$ cat config.mk
export PLATFORM = sky130hd
export DESIGN_NAME = cost_matrix_loader
export DESIGN_NICKNAME = d
export VERILOG_FILES = /design/src/rtl/cost_matrix_loader.sv
export SDC_FILE = /design/constraint.sdc
export NUM_CORES = 1
export LEC_CHECK = 0
export ABC_AREA = 1
export CAP_MARGIN = 20
export CELL_PAD_IN_SITES_DETAIL_PLACEMENT = 1
export CELL_PAD_IN_SITES_GLOBAL_PLACEMENT = 2
export CORE_MARGIN = 2
export CORE_UTILIZATION = 42
export CTS_CLUSTER_DIAMETER = 120
export DETAILED_ROUTE_END_ITERATION = 7
export GPL_TIMING_DRIVEN = 0
export PLACE_DENSITY_LB_ADDON = 0.3
export SLEW_MARGIN = 20
export SYNTH_ARGS = -nofsm -noshare
export SYNTH_HDL_FRONTEND = slang
export SYNTH_SLANG_ARGS = --single-unit
$ cat constraint.sdc
create_clock -name CLK -period 3.9 [get_ports CLK]
set_input_delay 0.78 -clock CLK [delete_from_list [all_inputs] [get_ports CLK]]
set_output_delay 0.78 -clock CLK [all_outputs]
set_load 0.01 [all_outputs]
$ cat src/rtl/cost_matrix_loader.sv
// cost_matrix_loader
// Receives an N x N cost matrix as a row-major valid/ready stream and stores it.
// Once the matrix is complete it offers a same-cycle cost lookup and the sum of
// the row minima (LowerBound), which the assignment search uses for pruning.
module cost_matrix_loader #(
   parameter int N      = 8,
   parameter int COST_W = 7,
   parameter int SUM_W  = 10
) (
   input  logic                     CLK,
   input  logic                     RST,
   input  logic                     clear,
   input  logic                     in_valid,
   output logic                     in_ready,
   input  logic [COST_W-1:0]        in_data,
   input  logic                     in_last,
   output logic                     Loaded,
   output logic                     Err,
   input  logic [$clog2(N)-1:0]     W,
   input  logic [$clog2(N)-1:0]     J,
   output logic [COST_W-1:0]        Cost,
   output logic [SUM_W-1:0]         LowerBound
);

   localparam int LOG_N  = $clog2(N);
   localparam int LOG_NN = 2 * LOG_N;
   localparam int NN     = N * N;

   localparam logic [1:0] ST_EMPTY = 2'd0;
   localparam logic [1:0] ST_LOAD  = 2'd1;
   localparam logic [1:0] ST_FULL  = 2'd2;

   logic [1:0]        state;
   logic [LOG_NN-1:0] beat_cnt;
   logic [COST_W-1:0] row_min;
   logic [COST_W-1:0] new_min;
   logic [SUM_W-1:0]  acc;
   logic              err_q;
   logic              accept;
   logic              last_beat;
   logic [LOG_N-1:0]  col;

   logic [COST_W-1:0] mem [NN];

   assign in_ready  = (state == ST_LOAD);
   assign Loaded    = (state == ST_FULL);
   assign Err       = err_q;
   assign accept    = in_valid && in_ready;
   assign last_beat = (beat_cnt == LOG_NN'(NN - 1));
   assign col       = beat_cnt[LOG_N-1:0];

   // Running minimum of the current row including the beat on the bus.
   always_comb begin
      // NOTE: every variable assigned in always_comb gets a default first, so no latch is inferred.
      new_min = row_min;
      if (col == '0)
         new_min = in_data;
      else if (in_data < row_min)
         new_min = in_data;
   end

   // Load sequencing: state, beat counter, row minimum, bound accumulator, error flag.
   always_ff @(posedge CLK) begin
      // NOTE: sequential state uses non-blocking assignments so every register samples pre-edge values.
      if (RST || clear) begin
         state    <= ST_EMPTY;
         beat_cnt <= '0;
         row_min  <= '0;
         acc      <= '0;
         err_q    <= 1'b0;
      end else begin
         case (state)
            ST_EMPTY: state <= ST_LOAD;
            ST_LOAD: begin
               if (accept) begin
                  beat_cnt <= beat_cnt + 1'b1;
                  row_min  <= new_min;
                  if (col == LOG_N'(N - 1))
                     acc <= acc + SUM_W'(new_min);
                  if (in_last != last_beat)
                     err_q <= 1'b1;
                  if (last_beat)
                     state <= ST_FULL;
               end
            end
            ST_FULL: state <= ST_FULL;
            default: state <= ST_EMPTY;
         endcase
      end
   end

   // Matrix storage write port; a beat dropped by clear or RST is not stored.
   always_ff @(posedge CLK) begin
      // NOTE: the storage array has no reset; Loaded gates every read, so stale contents are never visible.
      if (accept && !clear && !RST)
         mem[beat_cnt] <= in_data;
   end

   // Same-cycle lookup; N is a power of two so {W, J} is the row-major address.
   always_comb begin
      Cost       = '0;
      LowerBound = '0;
      if (Loaded) begin
         Cost       = mem[{W, J}];
         LowerBound = acc;
      end
   end

endmodule

; Word level (Yosys, flattened, before mapping)
; Memory sizes are Yosys's and may differ from the RTL's.
; Cells that the tools add are included.
[word_totals]
regBits = 26
latch_bits = 0
mem_bits_rw = 448
rom_bits = 0
inputBits = 18
output_inout_bits = 20
n_memories = 1
[memory_table]
columns = memory, words, width, read_ports, rd_clocked_by_memory_dff, write_ports, line_no
row1 = mem, 64, 7, 1, 0, 1, 43  ; logic [COST_W-1:0] mem [NN];
[op_classes]
add_sub_neg = 2
n_mul = 0
div = 0
magnitude_cmp = 1
n_eq_ne = 7
shifts = 0
muxes = 9
bitwise = 0
n_reduce_logical = 12
[op_table]
columns = operator, n
row1 = two-way mux 7 bit, 3
row2 = adder 10 x 7 -> 10 bit, 1
row3 = two-way mux 10 bit, 1
row4 = less-than comparator 7 bit, 1
row5 = adder 6 x 1 -> 6 bit (second input constant), 1
row6 = == test 6 bit (second input constant), 1
row7 = one-hot mux 2 bit (3 select lines), 1
row8 = AND reduction 3 bit, 2
row9 = two-way mux 2 bit, 2
row10 = inequality test 2 x 1 -> 1 bit (second input constant), 2
row11 = AND reduction 2 bit, 2
row12 = == test 3 bit (second input constant), 1
row13 = logical AND 1 bit, 3
row14 = zero test 3 bit, 1
row15 = == test 2 x 1 -> 1 bit (second input constant), 1
row16 = == test 2 bit (second input constant), 1
row17 = zero test 1 bit, 2
row18 = zero test 2 bit, 1
row19 = two-way mux 1 bit, 2
row20 = logical OR 1 bit, 1
row21 = inequality test 1 bit, 1

; Depth between registers and ports, before layout
[depth]
ltp_word = 6
ltp_mapped = 19
mapped_depth_nobuf = 19

; Worst setup path after synthesis
; Ideal clock, no wire load.
[synth_path]
kind = input to register
startpoint = in in_data[2]
endpoint = reg acc[8]
setup_ns = 0.070
t_arrival_ns = 3.129
path_slack_ns = 0.701
cell_stages = 18
n_path_buf = 0
path_cell_list = ha_1 > a21oi_1 > o21ai_1 > nand2_1 > o211ai_2 > nand2_1 > nand2_1 > nand2_1 > ha_1 > inv_1 > fa_1 > o21ai_0 > nand4_1 > nand2_1 > nand2_1 > nand2_1 > nand2_1 > a21oi_1
[synth_between]
elab_chain_cells = 4
[synth_rtl]
columns = item, line_no
row1 = start: declaration, 15  ; input logic [COST_W-1:0] in_data,
row2 = less-than comparator 7 bit, 58  ; else if (in_data < row_min)
row3 = two-way mux 7 bit, 58
row4 = two-way mux 7 bit, 56  ; if (col == '0)
row5 = named net new_min[0], 36  ; logic [COST_W-1:0] new_min;
row6 = adder 10 x 7 -> 10 bit, 79  ; acc <= acc + SUM_W'(new_min);
row7 = end signal: assignment, 79
row8 = end: declaration, 37  ; logic [SUM_W-1:0] acc;
; The timed path passes the listed nets, and every way through them passes these cells.
; A chain may end at the register's enable or synchronous reset.

; Worst setup path in the final report
[layout_path]
startpoint = in J[2]
endpoint = out Cost[6]
[layout_between]
elab_chain_cells = 2
[layout_rtl]
columns = item, line_no
row1 = start: declaration, 20  ; input logic [$clog2(N)-1:0] J,
row2 = memory (64 x 7 bit), n/a
row3 = two-way mux 7 bit, 103  ; if (Loaded) begin
row4 = end: declaration, 21  ; output logic [COST_W-1:0] Cost,
; Every way passes these cells.

==> impl_results.md <==
* Critical-path maximum fanout at 10
* Initial antenna violation count at 0
* Synthesis Warnings at 0
* Switch Pwr at 2.607 mW
* Wire length of the first global-routing pass at 101.0 mm
* Status: finished clean
* Internal Power at 8.615 mW
* Die ar. at 49800 sq um
* Yosys reg bits at about 470
* Mean area per synthesized cell at 10.98 sq um
* Die width at between 200 and 250 um
* Layout cells sized above 1 at about a tenth
* CTS tree: done
* Area contributors post-synth: edfxtp_1 67%, nand2_1 12%, nand3_1 9.9%, dfxtp_1 2.6%, nor2_1 1.3%
* Synthesized area at 20170 sq um
* Clock power frac at a little over two fifths
* Top cell type's share of synthesized area at 66.69%
* Post-CTS Setup Inserts at 0
* Flop pwr share at 49.6%
* Post-route ant nets at 0
* Sequential fraction of the synthesis area at just under 70%
* Syn_nets at 1875
* Final net count at 1979
* Hold_buf cts at 0
* Critical Path AT at roughly 3 ns
* Vias per cell at 5.700
* CP Class: input port to primary output
* Initial Utilization at 42.43%
* Slew HR at between 20% and 30%
* EDFF count, synth at 448
* Count of pins over their slew limit at 0
* Ports at 38
* Antenna fix cells at 0
* Number of global-route vias before repair at 14.99k
* Comb pwr share at 7.0%
* Maximum number of pins on one net before global-route repair at 67
* Peak Freq at 0.2649 GHz
* Fin cells at 2598
* Overflow after GRT at 0
* HPWL after DPL at approximately 49 mm
* Cells after DPL at 2503
* DRC Markers at 0
* Max-cap viol count at 0
* H-tree levels at 2
* Critical Path End Type: primary output
* Most numerous cell in the Yosys netlist: nand2_1
* Row cnt at 80
* Unrepaired setup endpoints after global routing: false
* Flop2flop setup slack at 0.57 ns
* GRT Overall Usage at 28.18%
* Final Instance Area at roughly 23000 sq um
* CTS Root Cell: clkbuf_16
* Final period util at 96.81%
* Core Region at 47550 sq um
* Setup-failing EPs final at 0
* Area leader, netlist: edfxtp_1
* Layout Skew at 0.02052 ns
* WP data required at 3.12 ns
* Vias at 14.81k
* Die Ht at 223.2 um
* Placed inst area at 21540 sq um
* Initial DRC Count at 1396
* Worst Max-Slew Pin Slew at 1.187 ns
* Drt first pass iters at 5
* Max VDD drop at 395.0 uV
* Clock sink count at 474
* Clk buf depth at 3
* PD cells at 481.3 nW/um^2
* Leakage power at 8.700 nW
* Clock latency on the worst-skew pair at 0.61 ns
* Post-synth cell types at 34
* Most frequent cells after synthesis: 624 x nand2_1, 448 x edfxtp_1, 399 x nand3_1
* Routability Congestion at 0.8936
* Final core utilization at 49.03%
* Startpoint types: input port
* Final WL at slightly below 70 mm
* PortBufs at 34
* Hold WC Path Type: flip-flop to flip-flop
* CTS buffer count at 51
* Post-Synthesis Cells at roughly 1.8k
* Fin crit period at 3.776 ns
* Clk slew on worst S/H paths at 0.06 ns
* Layout Area Growth over Synthesis at 15.57%
* Most used DFF post-synth: edfxtp_1
* Asr flop ratio synth at 0%
* WL/cell at 26.72 um
* Final Hold Viols at 0
* Switching share of power at 23.23%
## flip-flops by register name (all words and copies together), names as in the netlist
register and count:
beat_cnt 6, state 2, acc 10, Err 1, mem 448, row_min 7
## worst max-delay path, stage by stage
cell and delay, ns:
clkdlybuf4s50_1 0.47, inv_1 0.14, buf_6 0.19, clkbuf_8 0.21
nand3_1 0.17, nand2_1 0.10, nand2_1 0.06, nand3_1 0.17
nand3_1 0.12, a21oi_2 0.27, dlygate4sd2_1 0.31
## through the flow
stage	hold slack [ns]	power, mW	setup WS [ns]	setup TNS, ns
floorplan	0.4556	6.060	0.7011	0
global placement	0.4685	6.417	-2.658	-86.14
detailed placement	0.4757	6.437	-0.7833	-7.633
CTS	0.4850	11.26	0.001399	0
global route	0.5320	11.48	0.002179	0
finish	0.4815	11.22	0.1243	0
## layer usage
metal / vias to the layer above / global-route usage [%] / routed length, um
met5: - / 0 / 0
li1: 6619 / - / -
met4: 0 / 12.19 / 3053
met3: 141 / 3.253 / 4186
met2: 520 / 45.69 / 32700
met1: 7528 / 38.59 / 29480
## worst paths after layout
| path | startpoint | endpoint | cells past startpoint |
|---|---|---|---|
| hold reg to reg | row_min[1]$_SDFFE_PP0P_ | row_min[1]$_SDFFE_PP0P_ | 2 |
| hold / removal | row_min[1]$_SDFFE_PP0P_ | row_min[1]$_SDFFE_PP0P_ | 2 |
| setup reg to reg | beat_cnt[0]$_SDFFE_PP0P_ | acc[7]$_SDFFE_PP0P_ | 12 |
| setup / recovery | J[2] | Cost[6] | 11 |
## power by group through the flow
stage | sequential (mW) | combinational (mW) | clock, mW
4_1_cts | 5.57 | 0.779 | 4.91
6_report | 5.57 | 0.782 | 4.87
3_5_place_dp | 5.68 | 0.761 | 0
3_3_place_gp | 5.69 | 0.724 | 0
5_1_grt | 5.57 | 0.846 | 5.07
2_1_floorplan | 5.68 | 0.383 | 0
## final cells by class
class,count,area (sq um)
flip-flops and latches,474,13970
fillers,5012,24230
inverters,63,241.5
repair buffers,51,541.8
well taps,615,769.5
clock buffers,64,1345
plain buffers,101,655.6
clock inverters,31,309.0
multi-input cells,1199,5478
## kinds of logic after synthesis
| family | count (synthesis) | synth area share (%) |
|---|---|---|
| xor+xnor | 3 | 0.1303 |
| fa+ha+maj | 20 | 1.278 |
| flops | 474 | 69.27 |
| compound gates | 62 | 1.774 |
| simple gates | 1114 | 23.47 |
| buf+inv | 164 | 4.081 |
## layout by cell type (no fill, tap or decap), drive strengths merged, types with 2 or more instances in the layout
cell type        n
a21o             2
a21oi           28
buf            102
bufinv           6
clkbuf          87
clkdlybuf4s50   20
clkinv          21
dfxtp           26
dlygate4sd2      6
edfxtp         448
ha              19
inv             67
nand2          624
nand3          399
nand4            7
nor2            70
nor3             8
nor4             5
o211ai           2
o21ai           18
o21bai           7
xor2             3
## timing repair
action | CTS | global route
setup endpoints to repair | 7 | 5
resized for setup | 48 | 3
pin swaps | 4 | 0
(Power assumes the default switching activity.)
